--- config.mk ---
export PLATFORM = sky130hd
export DESIGN_NAME = trigger_latch_bank
export DESIGN_NICKNAME = d
export VERILOG_FILES = /design/src/rtl/trigger_latch_bank_pkg.sv /design/src/rtl/trigger_latch_bank_prio_enc.sv /design/src/rtl/trigger_latch_bank.sv
export SDC_FILE = /design/constraint.sdc
export NUM_CORES = 1
export LEC_CHECK = 0
export BUFFER_PORTS_ARGS = -buffer_cell sky130_fd_sc_hd__buf_4
export CAP_MARGIN = 20
export CORE_UTILIZATION = 28
export CTS_BUF_LIST = sky130_fd_sc_hd__clkbuf_4
export CTS_CLUSTER_SIZE = 28
export DETAILED_ROUTE_END_ITERATION = 6
export HOLD_SLACK_MARGIN = 0.05
export RECOVER_POWER = 50
export SLEW_MARGIN = 5
export SYNTH_ARGS = -nofsm -noshare
export SYNTH_HDL_FRONTEND = slang
export SYNTH_SLANG_ARGS = --single-unit
--- constraint.sdc ---
create_clock -name clk -period 2.9 [get_ports clk]
set_clock_uncertainty 0.1 [all_clocks]
set_input_delay 0.435 -clock clk [delete_from_list [all_inputs] [get_ports clk]]
set_output_delay 0.435 -clock clk [all_outputs]
set_load 0.02 [all_outputs]
--- src/rtl/trigger_latch_bank_pkg.sv ---
// Shared types and helpers for the trigger latch bank.
package tow_pkg;

  // Width of the post-clear holdoff counter; it never wraps.
  localparam int HOLDOFF_W = 8;

  typedef enum logic [1:0] {
    ST_DISARMED = 2'd0,
    ST_ARMED    = 2'd1,
    ST_LATCHED  = 2'd2,
    ST_HOLDOFF  = 2'd3
  } tlb_state_t;

  // Index width for n channels; never narrower than one bit.
  function automatic int idx_w(input int n);
    return (n < 2) ? 1 : $clog2(n);
  endfunction

endpackage

--- src/rtl/trigger_latch_bank_prio_enc.sv ---
// Lowest-index priority encoder: one-hot, index, any-set and more-than-one-set.
module tlb_prio_enc
  import tow_pkg::*;
#(
  parameter int CHANNELS = 2,
  parameter int IDXW     = idx_w(CHANNELS)
) (
  input  logic [CHANNELS-1:0] vec,
  output logic [CHANNELS-1:0] onehot,
  output logic [IDXW-1:0]     idx,
  output logic                any,
  output logic                multi
);

  // Scan upward; the first set bit wins, any later set bit flags multi.
  always_comb begin
    // NOTE: every output gets a default before the loop so no path leaves a value unassigned (no latch).
    onehot = '0;
    idx    = '0;
    any    = 1'b0;
    multi  = 1'b0;
    for (int i = 0; i < CHANNELS; i++) begin
      if (vec[i]) begin
        if (any) begin
          multi = 1'b1;
        end else begin
          onehot[i] = 1'b1;
          idx       = IDXW'(i);
          any       = 1'b1;
        end
      end
    end
  end

endmodule

--- src/rtl/trigger_latch_bank.sv ---
// Multi-channel trigger latch: rising-edge capture with arm/capture/clear FSM,
// optional first-press-wins arbitration and a post-clear holdoff.
module trigger_latch_bank
  import tow_pkg::*;
#(
  parameter int CHANNELS  = 2,
  parameter int EXCLUSIVE = 1,
  parameter int HOLDOFF   = 4,
  localparam int IDXW     = idx_w(CHANNELS)
) (
  input  logic                clk,
  input  logic                rst,
  input  logic [CHANNELS-1:0] trigger,
  input  logic                arm,
  input  logic                clear,
  input  logic [CHANNELS-1:0] clr_ch,
  output logic [CHANNELS-1:0] q,
  output logic [IDXW-1:0]     winner,
  output logic                tie,
  output logic                hit,
  output logic                armed
);

  localparam bit                    EXCL      = (EXCLUSIVE != 0);
  localparam logic [HOLDOFF_W-1:0]  HOLD_LOAD = (HOLDOFF > 0) ? HOLDOFF_W'(HOLDOFF - 1) : '0;

  tlb_state_t           state_q, state_d;
  logic [HOLDOFF_W-1:0] cnt_q, cnt_d;
  logic [CHANNELS-1:0]  prev_q, prev_d;
  logic [CHANNELS-1:0]  q_q, q_d;
  logic [IDXW-1:0]      winner_q, winner_d;
  logic                 tie_q, tie_d;
  logic                 hit_q, hit_d;

  logic [CHANNELS-1:0]  rise;
  logic [CHANNELS-1:0]  rise_onehot;
  logic [IDXW-1:0]      rise_idx;
  logic                 rise_any;
  logic                 rise_multi;
  logic [CHANNELS-1:0]  q_indep;

  // prev resets to all-ones, so a level already high out of reset is not an edge.
  assign rise    = trigger & ~prev_q;
  assign q_indep = (q_q | rise) & ~clr_ch;

  tlb_prio_enc #(
    .CHANNELS (CHANNELS),
    .IDXW     (IDXW)
  ) u_prio_enc (
    .vec    (rise),
    .onehot (rise_onehot),
    .idx    (rise_idx),
    .any    (rise_any),
    .multi  (rise_multi)
  );

  // Next-state and next-output logic; clear overrides everything else.
  always_comb begin
    state_d  = state_q;
    cnt_d    = cnt_q;
    prev_d   = trigger;
    q_d      = q_q;
    winner_d = winner_q;
    tie_d    = tie_q;
    hit_d    = 1'b0;

    if (clear) begin
      q_d      = '0;
      winner_d = '0;
      tie_d    = 1'b0;
      if (HOLDOFF > 0) begin
        state_d = ST_HOLDOFF;
        cnt_d   = HOLD_LOAD;
      end else begin
        state_d = ST_DISARMED;
        cnt_d   = '0;
      end
    end else begin
      unique case (state_q)
        ST_DISARMED: begin
          if (arm) state_d = ST_ARMED;
        end
        ST_ARMED: begin
          if (EXCL) begin
            if (rise_any) begin
              q_d      = rise_onehot;
              winner_d = rise_idx;
              tie_d    = rise_multi;
              hit_d    = 1'b1;
              state_d  = ST_LATCHED;
            end
          end else begin
            q_d      = q_indep;
            hit_d    = |(q_indep & ~q_q);
            winner_d = '0;
            tie_d    = 1'b0;
          end
        end
        ST_LATCHED: begin
          // Result holds until clear.
        end
        ST_HOLDOFF: begin
          if (cnt_q == '0) state_d = ST_DISARMED;
          else             cnt_d   = cnt_q - HOLDOFF_W'(1);
        end
        default: state_d = ST_DISARMED;
      endcase
    end
  end

  // State, edge history and output registers.
  always_ff @(posedge clk or negedge rst) begin
    if (!rst) begin
      state_q  <= ST_DISARMED;
      cnt_q    <= '0;
      prev_q   <= '1;
      q_q      <= '0;
      winner_q <= '0;
      tie_q    <= 1'b0;
      hit_q    <= 1'b0;
    end else begin
      // NOTE: non-blocking assignments so every register samples pre-edge values.
      state_q  <= state_d;
      cnt_q    <= cnt_d;
      prev_q   <= prev_d;
      q_q      <= q_d;
      winner_q <= winner_d;
      tie_q    <= tie_d;
      hit_q    <= hit_d;
    end
  end

  assign q      = q_q;
  assign winner = winner_q;
  assign tie    = tie_q;
  assign hit    = hit_q;
  assign armed  = (state_q == ST_ARMED);

endmodule

# Yosys cells after proc, flatten, opt, wreduce, memory -nomap -nowiden
# Cells that the tools add are included.
# W data, S select, Z words.
[classes] reduce_logical=9 bitwise_logic=2 muxes=26 addsub=1 eq_ne=6
[op_table] op="$mux W8" n=3
[op_table] op="$mux W1" n=15
[op_table] op="$mux W2" n=7
[op_table] op="$logic_not A8 Y1" n=1
[op_table] op="$sub A8 B1 Y8 const B" n=1
[op_table] op="$ne A3 B3 Y1 const B" n=2
[op_table] op="$pmux W2 S3" n=1
[op_table] op="$reduce_bool A2 Y1" n=3
[op_table] op="$reduce_and A2 Y1" n=2
[op_table] op="$reduce_and A4 Y1" n=1
[op_table] op="$reduce_bool A4 Y1" n=1
[op_table] op="$ne A3 B2 Y1 const B" n=1
[op_table] op="$and A2 B2 Y2" n=1
[op_table] op="$eq A2 B1 Y1 const B" n=1
[op_table] op="$eq A2 B2 Y1 const B" n=1
[op_table] op="$logic_not A2 Y1" n=1
[op_table] op="$ne A2 B2 Y1 const B" n=1
[op_table] op="$not A2 Y2" n=1
[word_totals] regBits=17 out_inout_bits=6 inputBits=8 wordCells=51

# Longest topological paths before layout
[depth] word_depth=8 ltp_mapped=7 ltp_nobuf=6

# By module
# From an unflattened synthesis, not the netlist that was laid out.
[unflattened] cells_unflattened=90 hier_area_um2=899.6
[modules_own_cells] module="trigger_latch_bank" instances=1 seq_area_each_um2=427.9 area_each_um2=862.1 cells_each=85
[modules_own_cells] module="tlb_prio_enc" instances=1 seq_area_each_um2=0.0 area_each_um2=37.5 cells_each=5

# Worst setup path after synthesis
# OpenSTA, ideal clock, no wires.
[synth_path] path_kind="register to register" start="register cnt_q[0]" end="register state_q[0]" synth_period_minus_slack_ps=2142 t_required_ps=2661 path_slack_ps=758 n_path_buf=1 path_stages_with_launch=8 setup_time_ps=139 arrival_time_ps=1903 path_cell_list="dfrtp_1 > inv_1 > ha_1 > or3b_1 > buf_6 > o31ai_4 > a21oi_2 > or4_1"
[synth_via] elab_chain_cells=3
[synth_lines] item="start: declaration" line_no="trigger_latch_bank.sv:28" source="logic [HOLDOFF_W-1:0] cnt_q, cnt_d;"
[synth_lines] item="start signal: assignment" line_no="trigger_latch_bank.sv:124" source="cnt_q <= cnt_d;"
[synth_lines] item="$logic_not A8 Y1" line_no="trigger_latch_bank.sv:103" source="if (cnt_q == '0) state_d = ST_DISARMED;"
[synth_lines] item="$ne A3 B3 Y1 (no line)"
[synth_lines] item="$reduce_and A4 Y1 (no line)"
[synth_lines] item="end signal: assignment" line_no="trigger_latch_bank.sv:123" source="state_q <= state_d;"
[synth_lines] item="end: declaration" line_no="trigger_latch_bank.sv:27" source="tlb_state_t state_q, state_d;"
# No other way between the ends.
# A chain may end at the register's enable or synchronous reset.

# Worst setup path in the final report
# Same ends and word-level chain as after synthesis.

==> summary.md <==
| Metric | Value |
|---|---|
| Status | finished, final reports clean |
| Final Hold Fails | 0 |
| R2r endpoint | state_q[0]$_DFFE_PN0P_ |
| Sw frac | 37.7% |
| Tightest Pin Transition | 0.867 ns |
| Max_slew headroom | 42.2% |
| Seq pwr share | 42.3% |
| CTS tree | done |
| Clock buffer depth | 2 |
| Setup CP Type | flop to flop |
| Mux share of post-synthesis cell area | 0% |
| F_max | 0.434 GHz |
| Leak | 0.443 nW |
| Final Non-Filler Cells | 125 |
| RSZ-0062 raised after global routing | no |
| Synthesis-stage register bit count | 16 |
| DR pass1 iterations | 4 |
| Clock Power Share | 17.0% |
| Sum Neg Setup Slack | 0 ns |
| Top Ports | 14 |
| Grt total ovfl | 0 |
| Worst R2R Start | cnt_q[0]$_DFFE_PN0P_ |
| Antenna Cells | 0 |
| Avg Cell Area, Syn | 10.5 um^2 |
| First-pass GRT wire length | 2590 um |
| Core Util, Final | 34.7% |
| Largest family of logic cells by synthesized area | simple AND/OR/NAND/NOR gates |
| Simple-gate portion of the synthesized area | 19.2% |
| Post-route cell area | 982 um^2 |
| # Post-CTS Setup Buffers | 0 |
| WP data arrival | 2.36 ns |
| Worst Hold End | prev_q[1]$_DFF_PN1_ |
| Ratio of cells with drive above 1 in the final layout | 21.3% |
| Root Buffer Master | clkbuf_4 |
| XOR/XNOR Fraction of Synth Area | 6.12% |
| WL/cell | 12.0 um |
| Reg-to-reg slack, setup | 0.60 ns |
| Vias in the first global route | 610 |
| P per Cell Area | 718 nW/um^2 |
| Total power | 705 uW |
| NumNets Final | 108 |
| Gpl congestion | 0.779 |
| Slew Limit Fails | 0 |
| Post-synth EDFFs | 0 |
| Initial Util | 30.3% |
| Internal power | 439 uW |
| FF/Latch Area | 403 um^2 |
| Routed Antenna Nets | 0 |
| Yosys cell types | 34 |
| Width of the die | 57.4 um |
| Startpoint Class | flop |
| Yosys warns | 0 |
| FILL cells | 283 |
| Wirelength, routed | 1500 um |
| Commonest non-fill, non-tap cell in the layout | dfrtp_1 |
| Worst-path fanout max | 7 |
| R2R cell count | 6 |
| DRC viols | 0 |
| Placed insts | 120 |
| Final Setup Violations | 0 |
| Seq/Total Area, Yosys | 46.9% |
| All-Layer GR Usage | 10.2% |
| Post-route clock period utilization | 79.4% |
| Port buffer count | 11 |
| Clock slew at reported path FFs | 0.10 ns |
| Via density | 4.85 |
| Area after DPL | 953 um^2 |
| CTS Buf Count | 3 |
| # rows | 19 |
| H-tree levels | 1 |
| Mapped Cells | 82 |
| Post-synth design cell area | 858 um^2 |
| Gate power share | 40.6% |
| Dpl ws | 0.600 ns |
| Critical Path RT | 2.96 ns |
| Core area | 2830 um^2 |
| Worst setup slack after layout | 0.598 ns |
| Initial DRC Count | 16 |
| Maxcap violations | 0 |
| Tmin final | 2.30 ns |
| Synth Area in Compound Gates | 14.7% |
| Clk_lat worst skew | 0.28 ns |
| Max IR drop VDD | 0.269 mV |
| Die area | 3290 um^2 |
| Sink Count | 16 |
| Vias | 606 |
| Worst Setup End Kind | flop |
| Net Count, Synth | 95 |
| Commonest non-fill, non-tap cells in the layout | dfrtp_1, nor2_1, buf_4 |
| Largest net degree at the start of global routing | 17 |
| Hold WS | 0.160 ns |
| P_sw | 266 uW |
| Die Y | 57.4 um |
| Post-DP HPWL | 1100 um |
| Class of the worst hold path | primary input to flop |
| Hold Path Cell Cnt | 1 |
| Area grow syn2layout | 14.4% |
| Initial antenna violation count | 0 |
| Adder-cell share of the synthesized area | 7.29% |
| Multi-input logic area | 407 um^2 |
| Ys flop type | dfrtp_1 |
| Hold path startpoint | trigger[1] |
| FFs w/ async S/R, synth | 100% |
==> routing by layer <==
layer	up-vias	GRT usage, %	routed length [um]
met3	0	2.04	35
met2	7	16.9	775
met1	293	12.8	693
li1	306	-	-
met4	0	4.18	0
met5	-	0	0
==> cell usage after synthesis, drive strengths merged, types with 3 or more instances <==
cell type | number | area, um^2
ha | 5 | 62.6
inv | 6 | 22.5
nor2 | 11 | 41.3
xor2 | 4 | 35.0
dfrtp | 14 | 350
o21ai | 3 | 15.0
a21oi | 4 | 23.8
==> layout make-up <==
class | instances | share of cell area [%]
flip-flops and latches | 16 | 41.0
well taps | 31 | 3.95
clock inverters | 1 | 0.382
clock buffers | 3 | 2.29
multi-input cells | 56 | 41.4
inverters | 6 | 2.29
repair buffers | 12 | 8.66
==> state kept, by name (all words and copies together), names as in the netlist <==
| signal | count |
|---|---|
| state_q | 2 |
| q | 2 |
| hit | 1 |
| cnt_q | 8 |
| tie | 1 |
| prev_q | 2 |
==> worst max path at each step <==
stage | cells past startpoint | startpoint | endpoint | slack (ns)
final | 6 | cnt_q[0]$_DFFE_PN0P_ | state_q[0]$_DFFE_PN0P_ | 0.60
after global routing | 6 | cnt_q[0]$_DFFE_PN0P_ | state_q[0]$_DFFE_PN0P_ | 0.49
after CTS | 6 | cnt_q[0]$_DFFE_PN0P_ | state_q[0]$_DFFE_PN0P_ | 0.58
after detailed placement | 6 | cnt_q[0]$_DFFE_PN0P_ | state_q[0]$_DFFE_PN0P_ | 0.60
after global placement | 6 | cnt_q[0]$_DFFE_PN0P_ | state_q[0]$_DFFE_PN0P_ | 0.64
after floorplan | 7 | cnt_q[0]$_DFFE_PN0P_ | state_q[0]$_DFFE_PN0P_ | 0.76
==> worst max-delay path: stages (launching register included) <==
cell	delay [ns]
dfrtp_1	0.39
inv_1	0.12
ha_1	0.15
or3b_1	0.47
o31ai_4	0.39
a21oi_2	0.08
or4_1	0.48
==> power groups by stage <==
stage	Clock, mW	Sequential (mW)	Combinational, mW
floorplan	0	0.300	0.230
global placement	0	0.301	0.281
detailed placement	0	0.303	0.289
CTS	0.125	0.299	0.292
global route	0.132	0.305	0.325
finish	0.120	0.299	0.286
==> logic make-up after synthesis <==
group	count (synthesis)
buf+inv	10
xor+xnor	6
fa+ha+maj	5
compound gates	16
flops	16
simple gates	29
==> what timing repair did <==
action                                 CTS  global route
resized for setup                        0             0
setup endpoints to repair                0             0
hold buffers                             1             0
endpoints found under the hold margin   14             0
Power figures use the tool's default switching activity.
